File: src/rtl/alu_pkg.sv
// Shared definitions for the multi-cycle ALU: opcode encodings, FSM states
// and the iteration-counter width helper.
package alu_pkg;

  localparam logic [3:0] OP_AND   = 4'b0000;
  localparam logic [3:0] OP_OR    = 4'b0001;
  localparam logic [3:0] OP_ADD   = 4'b0010;
  localparam logic [3:0] OP_XOR   = 4'b0011;
  localparam logic [3:0] OP_SLTU  = 4'b0100;
  localparam logic [3:0] OP_SUB   = 4'b0110;
  localparam logic [3:0] OP_SLT   = 4'b0111;
  localparam logic [3:0] OP_MULTU = 4'b1000;
  localparam logic [3:0] OP_DIVU  = 4'b1001;

  typedef enum logic [1:0] {
    IDLE = 2'd0,
    RUN  = 2'd1,
    DONE = 2'd2
  } alu_state_e;

  // Counter must hold the value WIDTH itself, hence WIDTH+1.
  function automatic int cnt_w(input int width);
    return $clog2(width + 1);
  endfunction

endpackage

File: src/rtl/alu_muldiv_seq.sv
// Iterative unsigned multiply (shift-add) / divide (restoring) datapath,
// one step per cycle; hi/lo double as accumulator/remainder and multiplier/quotient.
module alu_muldiv_seq
  import alu_pkg::*;
#(
  parameter int WIDTH = 32
) (
  input  logic             clk,
  input  logic             rst_n,
  input  logic             load,
  input  logic             op_div,
  input  logic             step,
  input  logic [WIDTH-1:0] a,
  input  logic [WIDTH-1:0] b,
  output logic [WIDTH-1:0] lo_q,
  output logic [WIDTH-1:0] hi_q,
  output logic [WIDTH-1:0] lo_nxt,
  output logic [WIDTH-1:0] hi_nxt,
  output logic             dz_q
);

  logic [WIDTH-1:0] lo_d, hi_d, m_q, m_d;
  logic             div_q, div_d, dz_d;
  logic [WIDTH:0]   sum, sh;
  logic [WIDTH-1:0] diff;
  logic             ge;

  always_comb begin
    sum  = {1'b0, hi_q} + (lo_q[0] ? {1'b0, m_q} : '0);
    sh   = {hi_q, lo_q[WIDTH-1]};
    ge   = sh >= {1'b0, m_q};
    // When ge holds the true difference fits in WIDTH bits.
    diff = sh[WIDTH-1:0] - m_q;
    if (div_q) begin
      hi_nxt = ge ? diff : sh[WIDTH-1:0];
      lo_nxt = {lo_q[WIDTH-2:0], ge};
    end else begin
      hi_nxt = sum[WIDTH:1];
      lo_nxt = {sum[0], lo_q[WIDTH-1:1]};
    end
  end

  always_comb begin
    lo_d  = lo_q;
    hi_d  = hi_q;
    m_d   = m_q;
    div_d = div_q;
    dz_d  = dz_q;
    if (load) begin
      lo_d  = a;
      hi_d  = '0;
      m_d   = b;
      div_d = op_div;
      dz_d  = op_div && (b == '0);
    end else if (step) begin
      lo_d = lo_nxt;
      hi_d = hi_nxt;
    end
  end

  always_ff @(posedge clk or negedge rst_n) begin
    if (!rst_n) begin
      lo_q  <= '0;
      hi_q  <= '0;
      m_q   <= '0;
      div_q <= 1'b0;
      dz_q  <= 1'b0;
    end else begin
      lo_q  <= lo_d;
      hi_q  <= hi_d;
      m_q   <= m_d;
      div_q <= div_d;
      dz_q  <= dz_d;
    end
  end

endmodule

File: src/rtl/alu_mc.sv
// Multi-cycle ALU: single-cycle logic/arith ops plus iterative MULTU/DIVU.
// Result registers update only on entry to DONE, so they hold between operations.
module alu_mc
  import alu_pkg::*;
#(
  parameter int WIDTH      = 32,
  parameter bit SLT_SIGNED = 1'b1
) (
  input  logic             clk,
  input  logic             rst_n,
  input  logic             start,
  input  logic [3:0]       ALUctr,
  input  logic [WIDTH-1:0] busA,
  input  logic [WIDTH-1:0] busB,
  output logic             busy,
  output logic             done,
  output logic [WIDTH-1:0] busC,
  output logic [WIDTH-1:0] hi,
  output logic             zero,
  output logic             ovf,
  output logic             dz
);

  localparam int CW = cnt_w(WIDTH);

  alu_state_e       state_q, state_d;
  logic [CW-1:0]    cnt_q, cnt_d;
  logic [WIDTH-1:0] busc_q, busc_d, hi_q, hi_d;
  logic             zero_q, zero_d, ovf_q, ovf_d, dz_q, dz_d;
  logic             load, step, is_seq, slt;
  logic [WIDTH-1:0] sc_c, md_lo_q, md_hi_q, md_lo_nxt, md_hi_nxt;
  logic             sc_ovf, md_dz;

  alu_muldiv_seq #(.WIDTH(WIDTH)) u_seq (
    .clk    (clk),
    .rst_n  (rst_n),
    .load   (load),
    .op_div (ALUctr == OP_DIVU),
    .step   (step),
    .a      (busA),
    .b      (busB),
    .lo_q   (md_lo_q),
    .hi_q   (md_hi_q),
    .lo_nxt (md_lo_nxt),
    .hi_nxt (md_hi_nxt),
    .dz_q   (md_dz)
  );

  always_comb begin
    slt    = SLT_SIGNED ? ($signed(busA) < $signed(busB)) : (busA < busB);
    sc_c   = '0;
    sc_ovf = 1'b0;
    case (ALUctr)
      OP_AND:  sc_c = busA & busB;
      OP_OR:   sc_c = busA | busB;
      OP_XOR:  sc_c = busA ^ busB;
      OP_ADD: begin
        sc_c   = busA + busB;
        sc_ovf = (busA[WIDTH-1] == busB[WIDTH-1]) && (sc_c[WIDTH-1] != busA[WIDTH-1]);
      end
      OP_SUB: begin
        // Effective B is ~B, so its sign is the inverse of busB's.
        sc_c   = busA - busB;
        sc_ovf = (busA[WIDTH-1] != busB[WIDTH-1]) && (sc_c[WIDTH-1] != busA[WIDTH-1]);
      end
      OP_SLTU: sc_c = WIDTH'(busA < busB);
      OP_SLT:  sc_c = WIDTH'(slt);
      default: ;
    endcase
  end

  assign is_seq = (ALUctr == OP_MULTU) || (ALUctr == OP_DIVU);

  always_comb begin
    state_d = state_q;
    cnt_d   = cnt_q;
    busc_d  = busc_q;
    hi_d    = hi_q;
    zero_d  = zero_q;
    ovf_d   = ovf_q;
    dz_d    = dz_q;
    load    = 1'b0;
    step    = 1'b0;
    case (state_q)
      IDLE: begin
        if (start) begin
          if (is_seq) begin
            load    = 1'b1;
            cnt_d   = CW'(WIDTH);
            state_d = RUN;
          end else begin
            busc_d  = sc_c;
            hi_d    = '0;
            zero_d  = (sc_c == '0);
            ovf_d   = sc_ovf;
            dz_d    = 1'b0;
            state_d = DONE;
          end
        end
      end
      RUN: begin
        step  = 1'b1;
        cnt_d = cnt_q - 1'b1;
        if (cnt_q == CW'(1)) begin
          busc_d  = md_lo_nxt;
          hi_d    = md_hi_nxt;
          zero_d  = (md_lo_nxt == '0);
          ovf_d   = 1'b0;
          dz_d    = md_dz;
          state_d = DONE;
        end
      end
      DONE:    state_d = IDLE;
      default: state_d = IDLE;
    endcase
  end

  always_ff @(posedge clk or negedge rst_n) begin
    if (!rst_n) begin
      state_q <= IDLE;
      cnt_q   <= '0;
      busc_q  <= '0;
      hi_q    <= '0;
      zero_q  <= 1'b1;
      ovf_q   <= 1'b0;
      dz_q    <= 1'b0;
    end else begin
      state_q <= state_d;
      cnt_q   <= cnt_d;
      busc_q  <= busc_d;
      hi_q    <= hi_d;
      zero_q  <= zero_d;
      ovf_q   <= ovf_d;
      dz_q    <= dz_d;
    end
  end

  assign busy = (state_q == RUN);
  assign done = (state_q == DONE);
  assign busC = busc_q;
  assign hi   = hi_q;
  assign zero = zero_q;
  assign ovf  = ovf_q;
  assign dz   = dz_q;

endmodule

File: config.mk
export PLATFORM = sky130hd
export DESIGN_NAME = alu_mc
export DESIGN_NICKNAME = d
export VERILOG_FILES = /design/src/rtl/alu_pkg.sv /design/src/rtl/alu_muldiv_seq.sv /design/src/rtl/alu_mc.sv
export SDC_FILE = /design/constraint.sdc
export NUM_CORES = 1
export LEC_CHECK = 0
export BUFFER_PORTS_ARGS = -buffer_cell sky130_fd_sc_hd__buf_2
export CAP_MARGIN = 20
export CELL_PAD_IN_SITES_DETAIL_PLACEMENT = 2
export CELL_PAD_IN_SITES_GLOBAL_PLACEMENT = 2
export CORE_MARGIN = 2
export CORE_UTILIZATION = 37
export DETAILED_ROUTE_END_ITERATION = 10
export GPL_TIMING_DRIVEN = 0
export PLACE_DENSITY = 0.87
export SKIP_CTS_REPAIR_TIMING = 1
export SLEW_MARGIN = 20
export SYNTH_ARGS = -nofsm -noshare
export SYNTH_HDL_FRONTEND = slang
export SYNTH_SLANG_ARGS = --single-unit
File: constraint.sdc
create_clock -name clk -period 4.7 [get_ports clk]
set_input_delay 0.705 -clock clk [delete_from_list [all_inputs] [get_ports clk]]
set_output_delay 0.705 -clock clk [all_outputs]
set_load 0.01 [all_outputs]
Word-level counts from Yosys, hierarchy flattened
Cells that the tools add are included.
{ "totals": {"elab_cells": 97, "regBits": 173} }
{ "op_classes": {"bitwise_logic": 3, "n_lt_le_gt_ge": 3, "mux": 41, "n_reduce_logical": 14, "n_eq_ne": 19, "addsub": 5} }
{ "op_table": {"columns": ["op", "count"], "rows": [
  ["$mux W32", 14],
  ["$pmux W32 S7", 1],
  ["$pmux W32 S2", 2],
  ["$logic_not A32 Y1", 3],
  ["$lt A32 B32 Y1", 2],
  ["$sub A32 B32 Y32", 2],
  ["$add A32 B33 Y33", 1],
  ["$ge A33 B32 Y1", 1],
  ["$add A32 B32 Y32", 1],
  ["$and A32 B32 Y32", 1],
  ["$or A32 B32 Y32", 1],
  ["$xor A32 B32 Y32", 1],
  ["$mux W1", 13],
  ["$eq A4 B3 Y1 const B", 3],
  ["$mux W6", 2],
  ["$pmux W6 S2", 1],
  ["$eq A4 B2 Y1 const B", 2],
  ["$eq A4 B4 Y1 const B", 2],
  ["$pmux W1 S2", 4],
  ["$eq A6 B1 Y1 const B", 1],
  ["$mux W2", 3],
  ["$ne A2 B2 Y1 const B", 3],
  ["$sub A6 B1 Y6 const B", 1],
  ["$eq A4 B1 Y1 const B", 1],
  ["14 further kinds", 19]
]} }

Depth between registers and ports, before layout
Gate-level depths: netlist of the first run.
{ "depth": {"word_depth": 7, "ltp_mapped": 15, "mapped_depth_nobuf": 15} }

Modules after synthesis
From an unflattened synthesis of the first run, not the netlist that was laid out.
{ "unflattened": {"hier_cells": 2399, "hier_area_um2": 18415.2} }
{ "modules_own_cells": {"columns": ["mod", "instances", "cells_per_inst", "area_each_um2"], "rows": [
  ["alu_mc", 1, 1280, 9260.1],
  ["alu_muldiv_seq", 1, 1119, 9155.0]
]} }

Worst setup path after synthesis of the first run
No wires, ideal clock.
{ "synth_timing": {"path_type": "input port to flip-flop", "from": "input busA[0]", "to": "register zero_q (netlist: zero)", "required_ns": 4.614, "arrival_ns": 3.503, "path_stages": 15, "n_path_buf": 0, "path_slack_ns": 1.111, "cell_sequence": "inv_1 ha_1 inv_1 fa_1 nor2b_1 o311a_1 o211ai_1 a21o_1 a21oi_1 a2111oi_0 o22ai_1 nor4_1 and4b_1 nand4_1 o31ai_2"} }
{ "synth_between": {"elab_chain_len": 6} }
{ "synth_lines": {"columns": ["element", "line", "text"], "rows": [
  ["from (decl)", "alu_mc.sv:13", "input logic [WIDTH-1:0] busA,"],
  ["$sub A32 B32 Y32, or another cell as far along", "alu_mc.sv:63", "sc_c = busA - busB;"],
  ["$pmux W32 S7 (*)", "alu_mc.sv:53", "case (ALUctr)"],
  ["$logic_not A32 Y1 (*)", "alu_mc.sv:94", "zero_d = (sc_c == '0);"],
  ["$mux W1 (*)", "alu_mc.sv:87", "if (is_seq) begin"],
  ["$mux W1 (*)", "alu_mc.sv:86", "if (start) begin"],
  ["$pmux W1 S2 (*)", "alu_mc.sv:84", "case (state_q)"],
  ["to (signal assigned)", "alu_mc.sv:132", "zero_q <= zero_d;"],
  ["to (decl)", "alu_mc.sv:29", "logic zero_q, zero_d, ovf_q, ovf_d, dz_q, dz_d;"]
]} }
Every way passes the cells marked *; elsewhere a longest branch is shown, timed or not. The select of a mux whose other input is x is not followed.
A chain may end at the register's enable or synchronous reset.

Worst setup path in the final report of the first run
{ "layout_timing": {"from": "input ALUctr[3]", "to": "register zero_q (netlist: zero)"} }
{ "layout_between": {"elab_chain_len": 6} }
{ "layout_lines": {"columns": ["element", "line", "text"], "rows": [
  ["from (decl)", "alu_mc.sv:12", "input logic [3:0] ALUctr,"],
  ["$eq A4 B3 Y1, or another cell as far along", "alu_mc.sv:53", null],
  ["$pmux W32 S7", "alu_mc.sv:53", null],
  ["$logic_not A32 Y1", "alu_mc.sv:94", null],
  ["$mux W1", "alu_mc.sv:87", null],
  ["$mux W1", "alu_mc.sv:86", null],
  ["$pmux W1 S2", "alu_mc.sv:84", null]
]} }
Several ways; a longest one is shown, not always the timed one. The select of a mux whose other input is x is not followed.

==> results.json, run 1 <==
{
  "fmax_mhz": 213.9,
  "synth_cell_types": 94,
  "yosysSeqAreaShare": 0.2457,
  "grt_use_total": 0.3792,
  "pin_count": 140,
  "routed_via_density": 6.471,
  "arrival_ps": 5060,
  "areaGrowthSynthToFinish_pct": 12.45,
  "synth_area_leaders": "dfrtp_1 (24%), ha_1 (12%), a21oi_1 (6.1%), nand2_1 (4.9%), mux2i_1 (4.9%)",
  "skew_ps": 14.93,
  "synth_edf_count": 0,
  "grt_pass1_vias": 21570,
  "end_kind": "flip-flop",
  "r2r_cells": 15,
  "cts_made_buffers": 17,
  "routed_wl_um": 95190,
  "overflow": 0,
  "clk_pin_slew_ps": 80,
  "die_x_um": 222.2,
  "grt_use_met2": 0.6233,
  "grt_most_used_layer": "met2",
  "drc_errors": 0,
  "grt_setup_unrepaired": "no",
  "ys_seq_elements": 173,
  "die_y_um": 222.2,
  "numPlacedInstances": 3037,
  "cts.path.max_buffers": 2,
  "fin_crit_sh": 0.9949,
  "synthCells": 2289,
  "rows": 79,
  "synth_ff_type": "dfrtp_1",
  "crit_type": "in2reg",
  "layout-drive-gt1-share": 0.1014,
  "diodes": 0,
  "insertion_delay_ps": 470,
  "drtIter0Drc": 1590,
  "ys_warn_count": 0,
  "tritoncts": "yes",
  "worstSetupStartpointType": "input port",
  "multi_input_area_um2": 12170,
  "grt.met1_usage": 0.4563,
  "placed_area_um2": 19130,
  "start_util": 0.3769,
  "htree_levels": 4,
  "hold_ws_ps": 263.1,
  "worstMarginPinSlew_ps": 1154,
  "postLayoutCellArea_um2": 19820,
  "status": "complete, no violations",
  "ant_nets": 0,
  "power_density_nw_per_um2": 583.0,
  "final_nets": 2692,
  "syn_area_per_cell_um2": 7.699,
  "cp.required_ps": 5080,
  "gp_congestion": 0.9918,
  "place_hpwl_um": 74060,
  "die_area_um2": 49390,
  "first_pass_iters": 6,
  "seq_area_um2": 4330,
  "wl_per_cell_um": 30.99,
  "vias": 19880,
  "syn_area_um2": 17620,
  "drv_cap": 0,
  "reg2reg_from": "u_seq.lo_q[0]",
  "slew_viol_final": 0,
  "port_buffers": 138,
  "fin_util": 0.4239,
  "grt_max_degree": 88,
  "cp_max_fo": 10,
  "slew_headroom": 0.2305,
  "synth_top_cell_area_share": 0.2442,
  "vdd_drop_max_mv": 0.2538,
  "r2r_slack_ps": 100,
  "syn_nets": 2529,
  "cts_sinks": 173,
  "stdcell_count": 3072,
  "r2r_end": "u_seq.hi_q[31]",
  "fin_crit_ps": 4676,
  "final_hold_viol_count": 0,
  "synthArstFlopShare": 1.000,
  "core_um2": 46750,
  "synth_largest_area_cell": "dfrtp_1",
  "grt_use_met3": 0.06043,
  "finalSetupViolations": 0,
  "cts-root-buf": "clkbuf_16",
  "p_leak_nw": 9.051,
  "grt_antenna_before_repair": 2,
  "hp-class": "in2async",
  "n_fill_cell": 5470,
  "grt_pass1_wl_um": 140600
}
## Yosys cell counts, types with 7 or more instances
master and instances:
a211o_1 7, a211oi_1 25, a21o_1 36, a21oi_1 214, a221o_1 20, a22o_1 7
a22oi_1 18, a31oi_1 27, and2_1 42, and3_1 14, and4_1 7, buf_1 16
buf_2 23, clkbuf_1 88, dfrtp_1 172, ha_1 165, inv_1 172, mux2i_1 86
nand2_1 230, nand2b_1 42, nand3_1 48, nand4_1 21, nor2_1 155, nor2b_1 21
nor3_1 70, nor4_1 21, o211ai_1 30, o21a_1 19, o21ai_0 154, o21ai_1 39
o21bai_1 16, o221ai_1 34, o22ai_1 11, o31a_1 11, o31ai_1 20, or2_2 9
or3_1 16, xnor2_1 30, xor2_1 24
## per-stage QoR
stage | total power [mW] | setup TNS (ps) | setup slack, ps
CTS | 11.32 | -4028 | -336.8
floorplan | 7.104 | 0 | 1111
detailed placement | 9.674 | -3511 | -423.6
finish | 11.55 | 0 | 24.07
global route | 12.18 | 0 | 19.23
global placement | 9.244 | -17340 | -1396
## critical path, cell delays in order
cell	delay (ps)
buf_2	130
clkbuf_1	270
nor4b_2	560
clkbuf_1	760
clkbuf_1	740
buf_1	800
a21oi_1	280
and4_1	290
nand4_1	200
nor4_2	80
nand4_1	140
o31ai_2	70
## report_power, final
group / internal (mW) / total (mW) / switching, mW
clock network: 0.753 / 1.52 / 0.765
logic: 2.56 / 7.34 / 4.78
registers: 2.03 / 2.69 / 0.663
total: 5.34 / 11.6 / 6.21
## cells in the final DEF, fill, tap and decap left out, drive strengths merged, types with 24 or more instances in the layout
master,instances
nand2,230
a21oi,214
o21ai,193
buf,188
inv,183
dfrtp,172
ha,165
nor2,155
clkbuf,104
mux2i,86
nor3,71
nand3,48
and2,43
nand2b,42
a21o,36
o221ai,34
o211ai,31
xnor2,30
a31oi,27
a211oi,25
xor2,24
## layout make-up
cell class	count	area share
inverter	174	0.03296
sequential	173	0.2185
clock buffer	18	0.02166
multi-input combinational	1811	0.6141
timing repair buffer	145	0.03952
tap	607	0.03832
buffer	130	0.02753
clock inverter	14	0.007387
## flip-flops by register name (all words and copies together) (netlist names)
name and flops:
u_seq.hi_q 32, u_seq.dz_q 1, u_seq.div_q 1, ovf 1, zero 1, cnt_q 6, hi 32, dz 1
state_q 2, busC 32, u_seq.lo_q 32, u_seq.m_q 32
## cells by family (layout without fill, tap and decap cells)
| group | after synthesis | count (layout) | share of synthesized area |
|---|---|---|---|
| compound gates | 767 | 767 | 0.2851 |
| xor+xnor | 54 | 54 | 0.02684 |
| fa+ha+maj | 169 | 169 | 0.1217 |
| buf+inv | 305 | 481 | 0.06766 |
| flops | 173 | 173 | 0.2457 |
| mux | 89 | 89 | 0.05076 |
| simple gates | 732 | 732 | 0.2023 |
## routing by layer
layer	wire (um)	up-vias
met5	16	-
met4	6867	2
met3	5787	294
met2	44060	804
met1	38460	10142
li1	-	8638
## worst max-delay path by stage
| stage | startpoint | end | slack [ps] | cells after the start |
|---|---|---|---|---|
| after floorplan | busA[0] | zero | 1110 | 15 |
| after global placement | ALUctr[3] | zero | -1400 | 12 |
| after detailed placement | busB[0] | zero | -420 | 14 |
| after CTS | u_seq.hi_q[0] | hi[28] | -340 | 13 |
| after global routing | busA[0] | zero | 20 | 16 |
| final | ALUctr[3] | zero | 20 | 12 |
(Power assumes the default switching activity.)
==> inputs of run 2 (changes only) <==
--- a/config.mk
+++ b/config.mk
@@ -9,7 +9,7 @@
 export CAP_MARGIN = 20
 export CELL_PAD_IN_SITES_DETAIL_PLACEMENT = 2
 export CELL_PAD_IN_SITES_GLOBAL_PLACEMENT = 2
-export CORE_MARGIN = 2
+export CORE_MARGIN = 3
 export CORE_UTILIZATION = 37
 export DETAILED_ROUTE_END_ITERATION = 10
 export GPL_TIMING_DRIVEN = 0
==> results.json, run 2 (synthesis results as in run 1) <==
{
  "status": "complete, no violations",
  "crit_family": "buffers and inverters",
  "grt_use_total": 0.3697,
  "fin_crit_ps": 4599,
  "drc_errors": 0,
  "power_density_nw_per_um2": 580.5,
  "skew_ps": 13.08,
  "vdd_drop_max_mv": 0.3036,
  "slew_headroom": 0.2122,
  "overflow": 0,
  "cts-root-buf": "clkbuf_16",
  "worst-path-buf-inv": 5,
  "final_nets": 2691,
  "rows": 79,
  "pin_count": 140,
  "die_area_um2": 50290,
  "routed_wl_um": 94830,
  "multi_input_area_um2": 12170,
  "first_pass_iters": 5,
  "mostFrequentLayoutCells": "nand2_1 (230), a21oi_1 (212), inv_1 (172), dfrtp_1 (172), ha_1 (165)",
  "place_hpwl_um": 73830,
  "diodes": 0,
  "pre_cts_ws_ps": -499.1,
  "start_util": 0.3769,
  "tritoncts": "yes",
  "die_y_um": 224.2,
  "vias": 19975,
  "grt_pass1_vias": 21624,
  "port_buffers": 138,
  "clk_pin_slew_ps": 80,
  "cpMaxStageDelayCell": "clkbuf_1",
  "cp.required_ps": 5090,
  "end_kind": "flip-flop",
  "slew_viol_final": 0,
  "cts_sinks": 173,
  "ant_nets": 0,
  "routed_via_density": 6.504,
  "fmax_mhz": 217.4,
  "grt_pass1_wl_um": 140700,
  "fin_crit_sh": 0.9785,
  "worstMarginPinSlew_ps": 1177,
  "slowest_delay_ps": 810,
  "grt_antenna_before_repair": 2,
  "arrival_ps": 4990,
  "path_cells": "buf_2, clkbuf_1, nor4b_2, clkbuf_1, clkbuf_1, buf_1, o211ai_1, nand3_1, nor4_1, and4b_1, nand4_1, o31ai_2",
  "core_um2": 46750,
  "worstSetupStartpointType": "input port",
  "finalSetupViolations": 0,
  "hp-class": "in2async",
  "cts.path.max_buffers": 2,
  "drtIter0Drc": 1792,
  "gp_congestion": 0.9808,
  "grt_setup_unrepaired": "no",
  "crit_type": "in2reg",
  "grt_max_degree": 95,
  "seq_area_um2": 4330,
  "n_fill_cell": 5438,
  "final_common_cell": "nand2_1",
  "insertion_delay_ps": 470,
  "htree_levels": 4,
  "areaGrowthSynthToFinish_pct": 12.40,
  "hold_ws_ps": 224.2,
  "cp_max_fo": 10,
  "crit_top_cell": "clkbuf_1",
  "wl_per_cell_um": 30.88,
  "cts_made_buffers": 17,
  "final_hold_viol_count": 0,
  "setup_ws_ps": 101.2,
  "die_x_um": 224.2,
  "p_leak_nw": 9.046,
  "drv_cap": 0,
  "layout-drive-gt1-share": 0.1015
}
[run 2: cell count changes in the layout (fill, tap and decap cells not counted), moves of 2 or more]
cell | previous run | this run
clkbuf_2 | 2 | 4
clkinv_4 | 0 | 3
clkinv_8 | 0 | 2
clkinvlp_4 | 3 | 1
inv_6 | 5 | 2
[run 2: area by class of cell]
type	count	area share
Multi-Input combinational cell	1811	0.6141
Sequential cell	173	0.2186
Tap cell	607	0.03834
Timing Repair Buffer	143	0.03815
Inverter	174	0.03297
Buffer	131	0.02748
Clock buffer	17	0.02148
Clock inverter	15	0.008843
[run 2: path summary, 6_finish.rpt]
kind	cells after the start	slack (ps)	start	end
max	12	100	ALUctr[3]	zero
min	1	220	rst_n	hi[9]
max reg2reg	14	170	u_seq.m_q[26]	u_seq.hi_q[28]
min reg2reg	2	490	hi[24]	hi[24]
max in group asynchronous	2	3500	rst_n	zero
min in group clk	2	490	hi[24]	hi[24]
[run 2: where the power goes]
part	internal, mW	total [mW]	switching (mW)
logic	2.55	7.28	4.73
registers	2.03	2.68	0.653
clock network	0.762	1.53	0.770
total	5.35	11.5	6.15
[run 2: metal layers]
layer / GRT usage / wire length, um
met2: 0.6191 / 44450
met3: 0.05455 / 5602
met4: 0.2194 / 6211
met5: 0 / 17
met1: 0.4531 / 38550
[run 2: through the flow]
stage | utilization | total power, mW | area [um^2] | TNS, ps | instances
6_report | 0.4237 | 11.50 | 19810 | 0 | 3071
5_1_grt | 0.4237 | 12.20 | 19810 | 0 | 3071
4_1_cts | 0.4221 | 11.28 | 19740 | -1913 | 3069
3_5_place_dp | 0.4093 | 9.613 | 19130 | -2283 | 3037
3_3_place_gp | 0.4080 | 9.228 | 19070 | -14610 | 3034
2_1_floorplan | - | 7.104 | 17620 | 0 | 2289
==> inputs of run 3 (changes only) <==
--- a/config.mk
+++ b/config.mk
@@ -7,13 +7,13 @@
 export LEC_CHECK = 0
 export BUFFER_PORTS_ARGS = -buffer_cell sky130_fd_sc_hd__buf_2
 export CAP_MARGIN = 20
-export CELL_PAD_IN_SITES_DETAIL_PLACEMENT = 2
-export CELL_PAD_IN_SITES_GLOBAL_PLACEMENT = 2
-export CORE_MARGIN = 3
-export CORE_UTILIZATION = 37
+export CELL_PAD_IN_SITES_DETAIL_PLACEMENT = 0
+export CELL_PAD_IN_SITES_GLOBAL_PLACEMENT = 1
+export CORE_MARGIN = 4
+export CORE_UTILIZATION = 46
 export DETAILED_ROUTE_END_ITERATION = 10
 export GPL_TIMING_DRIVEN = 0
-export PLACE_DENSITY = 0.87
+export PLACE_DENSITY = 0.81
 export SKIP_CTS_REPAIR_TIMING = 1
 export SLEW_MARGIN = 20
 export SYNTH_ARGS = -nofsm -noshare
==> results.json, run 3 (synthesis results as in run 1) <==
{
  "slew_viol_final": 0,
  "crit_start": "ALUctr[2]",
  "grt_use_total": 0.3682,
  "pre_cts_ws_ps": -349.2,
  "drtIter0Drc": 1943,
  "worstSetupStartpointType": "input port",
  "cts-root-buf": "clkbuf_16",
  "layout-drive-gt1-share": 0.09866,
  "routed_via_density": 6.406,
  "final_hold_viol_count": 0,
  "grt_pass1_wl_um": 116600,
  "setup_ws_ps": 1.250,
  "rows": 71,
  "crit_type": "in2reg",
  "ant_nets": 0,
  "placed_area_um2": 19010,
  "end_kind": "flip-flop",
  "reg2reg_from": "u_seq.lo_q[0]",
  "p_leak_nw": 9.045,
  "insertion_delay_ps": 460,
  "vias": 19051,
  "cts_sinks": 173,
  "final_nets": 2690,
  "start_util": 0.4668,
  "die_y_um": 203.7,
  "hold_ws_ps": 261.6,
  "final_common_cell": "nand2_1",
  "grt_setup_unrepaired": "no",
  "die_area_um2": 41510,
  "postLayoutCellArea_um2": 19700,
  "first_pass_iters": 6,
  "p_total_mw": 10.99,
  "tritoncts": "yes",
  "mostFrequentLayoutCells": "nand2_1 (230), a21oi_1 (213), inv_1 (172), dfrtp_1 (172), ha_1 (165)",
  "diodes": 0,
  "wl_per_cell_um": 26.47,
  "r2r_cells": 15,
  "drc_errors": 0,
  "grt_max_degree": 90,
  "cts.path.max_buffers": 2,
  "n_fill_cell": 3807,
  "die_x_um": 203.7,
  "cts_made_buffers": 17,
  "pin_count": 140,
  "fin_crit_ps": 4699,
  "hp-class": "in2async",
  "status": "complete, no violations",
  "overflow": 0,
  "cp_max_fo": 10,
  "worstMarginPinSlew_ps": 1229,
  "skew_ps": 12.20,
  "arrival_ps": 5080,
  "grt_antenna_before_repair": 1,
  "routed_wl_um": 78710,
  "vdd_drop_max_mv": 0.3101,
  "fmax_mhz": 212.8,
  "r2r_slack_ps": 300,
  "htree_levels": 4,
  "slew_headroom": 0.1779,
  "finalSetupViolations": 0,
  "r2r_end": "u_seq.hi_q[31]",
  "cp.required_ps": 5080,
  "port_buffers": 138,
  "fin_crit_sh": 0.9997,
  "gp_congestion": 1.003,
  "drv_cap": 0,
  "areaGrowthSynthToFinish_pct": 11.76,
  "clk_pin_slew_ps": 80,
  "place_hpwl_um": 62250,
  "power_density_nw_per_um2": 557.9,
  "core_um2": 37760,
  "grt_pass1_vias": 18632
}
-- run 3: final cells by class --
type	count	area [um^2]	share of cell area
repair buffers	143	755.7	0.03837
inverters	174	653.1	0.03316
clock buffers	17	425.4	0.02160
clock inverters	15	200.2	0.01016
well taps	511	639.4	0.03246
plain buffers	130	543.0	0.02757
flip-flops and latches	173	4330	0.2199
multi-input cells	1811	12150	0.6168
-- run 3: worst max-delay path by stage --
| stage | cells after the start | slack (ps) | endpoint |
|---|---|---|---|
| after CTS | 15 | -50 | u_seq.hi_q[31] |
| final | 12 | 1 | zero |
| after global routing | 12 | 20 | zero |
| after detailed placement | 15 | -350 | busC[28] |
| after global placement | 11 | -970 | zero |
| after floorplan | 15 | 1110 | zero |
-- run 3: per-stage QoR --
step	utilization	std cells	TNS [ps]
finish	0.5217	2974	0
floorplan	-	2289	0
global placement	0.5020	2938	-8101
CTS	0.5202	2973	-63.92
detailed placement	0.5036	2941	-849.5
global route	0.5217	2974	0
-- run 3: power by group --
part	switching, mW	leakage [nW]	internal (mW)	total (mW)
clock network	0.737	0.307	0.860	1.60
registers	0.590	2.20	2.03	2.62
logic	4.24	6.53	2.53	6.77
total	5.56	9.04	5.42	11.0
-- run 3: per-layer routing --
metal / share of wire / vias to the layer above / track usage
met5: 0 / - / 0
met4: 0.062 / 0 / 0.1920
met3: 0.076 / 239 / 0.05215
met2: 0.46 / 1000 / 0.6020
met1: 0.40 / 9178 / 0.4745
li1: - / 8634 / -
-- run 3: worst max-delay path: stages --
cell	delay [ps]
clkbuf_1	380
clkbuf_1	650
and2_1	430
clkbuf_1	690
clkbuf_1	520
clkbuf_1	730
o211ai_1	230
nand3_1	210
nor4_1	90
and4b_1	200
nand4_1	160
o31ai_2	70
